[src/rtl/ddr2_rw_arbiter.sv]
`default_nettype none
// ============================================================================
// Module      : ddr2_rw_arbiter
// Description : Refresh > read > write command arbiter for the DDR2 core port,
//               with bounded write starvation and RD<->WR turnaround gaps.
//               Optional write aging: define DDR2_ARB_AGING_EN.
// Revision    : 1.0
// ============================================================================
module ddr2_rw_arbiter #(
    parameter int ADDR_WIDTH    = 32,
    parameter int LEN_WIDTH     = 8,
    parameter int TURNAROUND    = 2,
    parameter int MAX_RD_STREAK = 4,
    parameter int WR_AGE_LIMIT  = 16
) (
    input  logic                  clk,
    input  logic                  rst_n,
    input  logic                  wr_valid,
    output logic                  wr_ready,
    input  logic [ADDR_WIDTH-1:0] wr_addr,
    input  logic [LEN_WIDTH-1:0]  wr_len,
    input  logic                  rd_valid,
    output logic                  rd_ready,
    input  logic [ADDR_WIDTH-1:0] rd_addr,
    input  logic [LEN_WIDTH-1:0]  rd_len,
    input  logic                  ref_req,
    output logic                  ref_ack,
    output logic                  cmd_valid,
    input  logic                  cmd_ready,
    output logic [1:0]            cmd_type,
    output logic [ADDR_WIDTH-1:0] cmd_addr,
    output logic [LEN_WIDTH-1:0]  cmd_len,
    output logic                  busy
);

    localparam logic [1:0] c_ST_IDLE  = 2'd0;
    localparam logic [1:0] c_ST_TURN  = 2'd1;
    localparam logic [1:0] c_ST_GRANT = 2'd2;

    localparam logic [1:0] c_CMD_NONE = 2'b00;
    localparam logic [1:0] c_CMD_RD   = 2'b01;
    localparam logic [1:0] c_CMD_WR   = 2'b10;
    localparam logic [1:0] c_CMD_REF  = 2'b11;

    localparam logic c_DIR_RD = 1'b0;
    localparam logic c_DIR_WR = 1'b1;

    localparam int c_TW = (TURNAROUND > 1) ? $clog2(TURNAROUND + 1) : 1;
    localparam int c_SW = (MAX_RD_STREAK > 0) ? $clog2(MAX_RD_STREAK + 1) : 1;

    logic [1:0]            r_state;
    logic                  r_last_dir;
    logic [c_TW-1:0]       r_turn_cnt;
    logic [c_SW-1:0]       r_rd_streak;
    logic [1:0]            r_cmd_type;
    logic [ADDR_WIDTH-1:0] r_cmd_addr;
    logic [LEN_WIDTH-1:0]  r_cmd_len;
    logic                  r_ref_ack;

    logic w_idle;
    logic w_aged;
    logic w_wr_wins;
    logic w_ref_go;
    logic w_wr_go;
    logic w_rd_go;
    logic w_new_dir;
    logic w_turn;
    logic w_wr_grant;
    logic w_rd_grant;

`ifdef DDR2_ARB_AGING_EN
    localparam int c_AW = (WR_AGE_LIMIT > 0) ? $clog2(WR_AGE_LIMIT + 1) : 1;

    logic [c_AW-1:0] r_wr_age;

    // Saturating at the limit is enough: only the >= comparison is observed.
    always_ff @(posedge clk or negedge rst_n) begin
        if (!rst_n) begin
            r_wr_age <= '0;
        end else if (!wr_valid || w_wr_grant) begin
            r_wr_age <= '0;
        end else if (r_wr_age != c_AW'(WR_AGE_LIMIT)) begin
            r_wr_age <= r_wr_age + c_AW'(1);
        end
    end

    assign w_aged = (r_wr_age >= c_AW'(WR_AGE_LIMIT));
`else
    // Aging disabled: the limit can never force a write.
    assign w_aged = (WR_AGE_LIMIT < 0);
`endif

    assign w_idle     = (r_state == c_ST_IDLE);
    assign w_wr_wins  = wr_valid && (!rd_valid || (r_rd_streak == c_SW'(MAX_RD_STREAK)) || w_aged);
    assign w_ref_go   = w_idle && ref_req;
    assign w_wr_go    = w_idle && !ref_req && w_wr_wins;
    assign w_rd_go    = w_idle && !ref_req && !w_wr_wins && rd_valid;
    assign w_new_dir  = w_wr_go ? c_DIR_WR : c_DIR_RD;
    assign w_turn     = (TURNAROUND != 0) && (w_new_dir != r_last_dir);
    assign w_wr_grant = w_wr_go && !w_turn;
    assign w_rd_grant = w_rd_go && !w_turn;

    // Ready is combinational, so it is gated by rst_n to stay low during reset.
    assign wr_ready  = rst_n && w_wr_grant;
    assign rd_ready  = rst_n && w_rd_grant;
    assign ref_ack   = r_ref_ack;
    assign cmd_valid = (r_state == c_ST_GRANT);
    assign cmd_type  = r_cmd_type;
    assign cmd_addr  = r_cmd_addr;
    assign cmd_len   = r_cmd_len;
    assign busy      = !w_idle;

    always_ff @(posedge clk or negedge rst_n) begin
        if (!rst_n) begin
            r_state    <= c_ST_IDLE;
            r_last_dir <= c_DIR_RD;
            r_turn_cnt <= '0;
            r_cmd_type <= c_CMD_NONE;
            r_cmd_addr <= '0;
            r_cmd_len  <= '0;
            r_ref_ack  <= 1'b0;
        end else begin
            r_ref_ack <= 1'b0;
            case (r_state)
                c_ST_IDLE: begin
                    if (w_ref_go) begin
                        r_cmd_type <= c_CMD_REF;
                        r_cmd_addr <= '0;
                        r_cmd_len  <= '0;
                        r_state    <= c_ST_GRANT;
                    end else if (w_wr_go || w_rd_go) begin
                        r_last_dir <= w_new_dir;
                        if (w_turn) begin
                            r_turn_cnt <= c_TW'(TURNAROUND);
                            r_state    <= c_ST_TURN;
                        end else begin
                            r_cmd_type <= w_wr_go ? c_CMD_WR : c_CMD_RD;
                            r_cmd_addr <= w_wr_go ? wr_addr : rd_addr;
                            r_cmd_len  <= w_wr_go ? wr_len : rd_len;
                            r_state    <= c_ST_GRANT;
                        end
                    end
                end
                c_ST_TURN: begin
                    r_turn_cnt <= r_turn_cnt - c_TW'(1);
                    if (r_turn_cnt <= c_TW'(1)) begin
                        r_state <= c_ST_IDLE;
                    end
                end
                c_ST_GRANT: begin
                    if (cmd_ready) begin
                        r_ref_ack  <= (r_cmd_type == c_CMD_REF);
                        r_cmd_type <= c_CMD_NONE;
                        r_cmd_addr <= '0;
                        r_cmd_len  <= '0;
                        r_state    <= c_ST_IDLE;
                    end
                end
                default: r_state <= c_ST_IDLE;
            endcase
        end
    end

    always_ff @(posedge clk or negedge rst_n) begin
        if (!rst_n) begin
            r_rd_streak <= '0;
        end else if (!wr_valid || w_wr_grant) begin
            r_rd_streak <= '0;
        end else if (w_rd_grant && (r_rd_streak != c_SW'(MAX_RD_STREAK))) begin
            r_rd_streak <= r_rd_streak + c_SW'(1);
        end
    end

endmodule
`default_nettype wire
[config.mk]
export PLATFORM = sky130hd
export DESIGN_NAME = ddr2_rw_arbiter
export DESIGN_NICKNAME = d
export VERILOG_FILES = /design/src/rtl/ddr2_rw_arbiter.sv
export SDC_FILE = /design/constraint.sdc
export NUM_CORES = 1
export LEC_CHECK = 0
export ABC_AREA = 1
export BUFFER_PORTS_ARGS = -buffer_cell sky130_fd_sc_hd__clkbuf_2
export CORE_MARGIN = 3
export CORE_UTILIZATION = 34
export CTS_CLUSTER_SIZE = 14
export DETAILED_ROUTE_END_ITERATION = 10
export GPL_TIMING_DRIVEN = 0
export PLACE_DENSITY = 0.71
export SLEW_MARGIN = 0
export SYNTH_ARGS = -nofsm -noshare
export SYNTH_HDL_FRONTEND = slang
export SYNTH_SLANG_ARGS = --single-unit
[constraint.sdc]
create_clock -name clk -period 3.95 [get_ports clk]
set_input_delay 0.5925 -clock clk [delete_from_list [all_inputs] [get_ports clk]]
set_output_delay 0.5925 -clock clk [all_outputs]
set_load 0.1 [all_outputs]
==> flow_summary.ini <==
[global_route]
grt-ovfl-total = 0
antenna_found_initial = 0
grt_first_pass_wirelength_mm = 13.5
grt_pass1_vias = 2981
grt.total_usage = 0.168
grt_max_degree = 54

[sta]
finClkSkew_ns = 0.00828
clock.fmax_ghz = 0.312
final_hold_viol_count = 0
setup_viol = 0
setup_tns_ns = 0
grt_setup_unrepaired = no
finalMaxSlewViolations = 0
max_slew_margin = 0.624
worst_pin_slew_ns = 0.566
fin_crit_ns = 3.21
finalCritPeriodShare = 0.813

[power]
powerDensity_nw_per_um2 = 906
combinationalPowerShare = 0.694
leakagePower_nw = 2.34
seqPwrFrac = 0.228
internal_power_mw = 1.33
switching_share = 0.618
p_clk_frac = 0.078
total_power_mw = 3.50
p_switching_mw = 2.16
ir_drop_mv = 0.437

[placed_design]
place.gp.congestion = 0.854
dp_hpwl_mm = 6.45
place_area_um2 = 3770
numPortBuffers = 132

[die]
dieArea_um2 = 9910
die_h_um = 99.5
fp.dieW_um = 99.5
core_region_area_um2 = 8340
rows = 33
ios = 133
initial_utilization = 0.357

[finish]
area_delta_synth_final_pct = 29.7
final_cell_mix = nand2_1, clkbuf_2, nand3_1
layout-drive-gt1-share = 0.353
fin_area_um2 = 3860
nFillCells = 872
nets = 626
final_common_cell = nand2_1
diodes = 0

[clock_tree]
post_cts_resized = 0
clock-sinks = 51
cts-buffers-inserted = 5
postCtsSetupBuffers = 0
cts_tree = built
insertion_delay_ns = 0.30
h-tree-depth = 2
root_buffer = clkbuf_8
cts_hold_buffers = 0
clk_pin_slew_ns = 0.09
clk_path_buf_depth = 2

[worst_setup_path]
crit_type = reg2out
crit_path_start_kind = register
critPathMaxFanout = 10
cp.arrival_ns = 2.62
end_kind = primary output
required_ns = 3.36

[min_path]
min_path_type = in2async

[detailed_routing]
route.detailed.wl_per_inst_um = 12.9
drtPass1Iterations = 4
ant_nets = 0
first_iter_violations = 100
routed_wl_mm = 8.29
viasPerCell = 4.65
drc = 0
vias = 2975

[logic_synthesis]
syn_nets = 486
syn_inst = 396
avgSynthCellArea_um2 = 7.51
syn_area_um2 = 2970
yosys_warnings = 0
ys_ff_latch = 51
synth_cell_types = 25
seq_area_frac_synth = 0.429

[job]
max_cap_viol_count = 0

[status]
outcome = finished, final reports clean
stage by stage:
stage	worst slack [ns]	hold WS (ns)	utilization	std cells
after floorplan	1.09	0.297	-	396
after global placement	0.988	0.464	0.452	633
after detailed placement	0.959	0.464	0.452	633
after CTS	0.687	0.487	0.460	639
after global routing	0.544	0.229	0.463	640
final	0.740	0.211	0.463	640
area by class of cell:
cell class / count / area (um2) / area share
timing repair buffer: 133 / 681 / 0.176
buffer: 24 / 185 / 0.0480
tap: 105 / 131 / 0.0340
clock buffer: 6 / 72.6 / 0.0188
inverter: 17 / 63.8 / 0.0165
sequential: 51 / 1280 / 0.331
multi-input combinational: 304 / 1450 / 0.375
worst paths after layout:
check | from | end | slack (ns) | depth (start not counted)
setup reg to reg | r_rd_streak[0] | cmd_addr[24] | 1.55 | 14
setup / recovery | r_rd_streak[0] | rd_ready | 0.74 | 11
hold / removal | rst_n | cmd_addr[31] | 0.21 | 1
min in group clk | cmd_addr[12] | cmd_addr[12] | 0.48 | 2
hold reg to reg | cmd_addr[12] | cmd_addr[12] | 0.48 | 2
max in group asynchronous | rst_n | cmd_addr[30] | 3.21 | 2
per-layer routing:
metal / up-vias / GRT usage / share of wire
li1: 1540 / - / -
met3: 7 / 0.0281 / 0.054
met5: - / 0 / 0
met4: 0 / 0.0389 / 0.0084
met2: 80 / 0.288 / 0.49
met1: 1348 / 0.222 / 0.45
worst max-delay path, cell delays in order, from the launching register on:
cell and delay, ns:
dfrtp_1 0.41, inv_1 0.09, ha_1 0.16, nand2_2 0.10, nand2_2 0.08, nand2_2 0.08
nor2_4 0.17, buf_4 0.21, ha_1 0.29, inv_1 0.12, and3_1 0.16, clkbuf_2 0.45
flip-flops by register name (all words and copies together), names as in the netlist:
register / count
cmd_len: 8
r_last_dir: 1
ref_ack: 1
r_state: 2
r_rd_streak: 3
cmd_type: 2
cmd_addr: 32
r_turn_cnt: 2
cells by family after synthesis:
logic type	share of synthesized area
and+or+nand+nor	0.453
DFF	0.429
buffers and inverters	0.0837
AOI/OAI and AO/OA	0.0143
adders and majority gates	0.0168
xor gates and xnor gates	0.00295
power groups by stage:
stage	combinational, mW	sequential, mW	clock (mW)
final	2.43	0.797	0.272
after global routing	2.61	0.815	0.311
after CTS	2.45	0.797	0.289
after detailed placement	2.45	0.806	0
after global placement	2.43	0.801	0
after floorplan	0.977	1.81	0
Yosys cell counts:
cell,n,share of area
buf_6,5,0.019
clkbuf_1,1,0.0013
inv_2,3,0.0038
nor2_1,11,0.014
ha_1,4,0.017
nand2_4,1,0.0038
a21oi_2,1,0.0029
nand3_2,9,0.030
and3_1,1,0.0021
buf_8,1,0.0050
inv_1,14,0.018
nand4_4,1,0.0072
buf_4,10,0.025
nand2_1,177,0.22
o21ai_0,5,0.0084
nor2_4,4,0.015
nor3_1,1,0.0017
xor2_1,1,0.0029
dfrtp_1,51,0.43
nand2_2,7,0.015
nand3_1,76,0.13
nand3b_4,1,0.0067
o21ai_2,1,0.0029
buf_2,7,0.012
nand4_1,3,0.0063
Power figures use the tool's default switching activity.
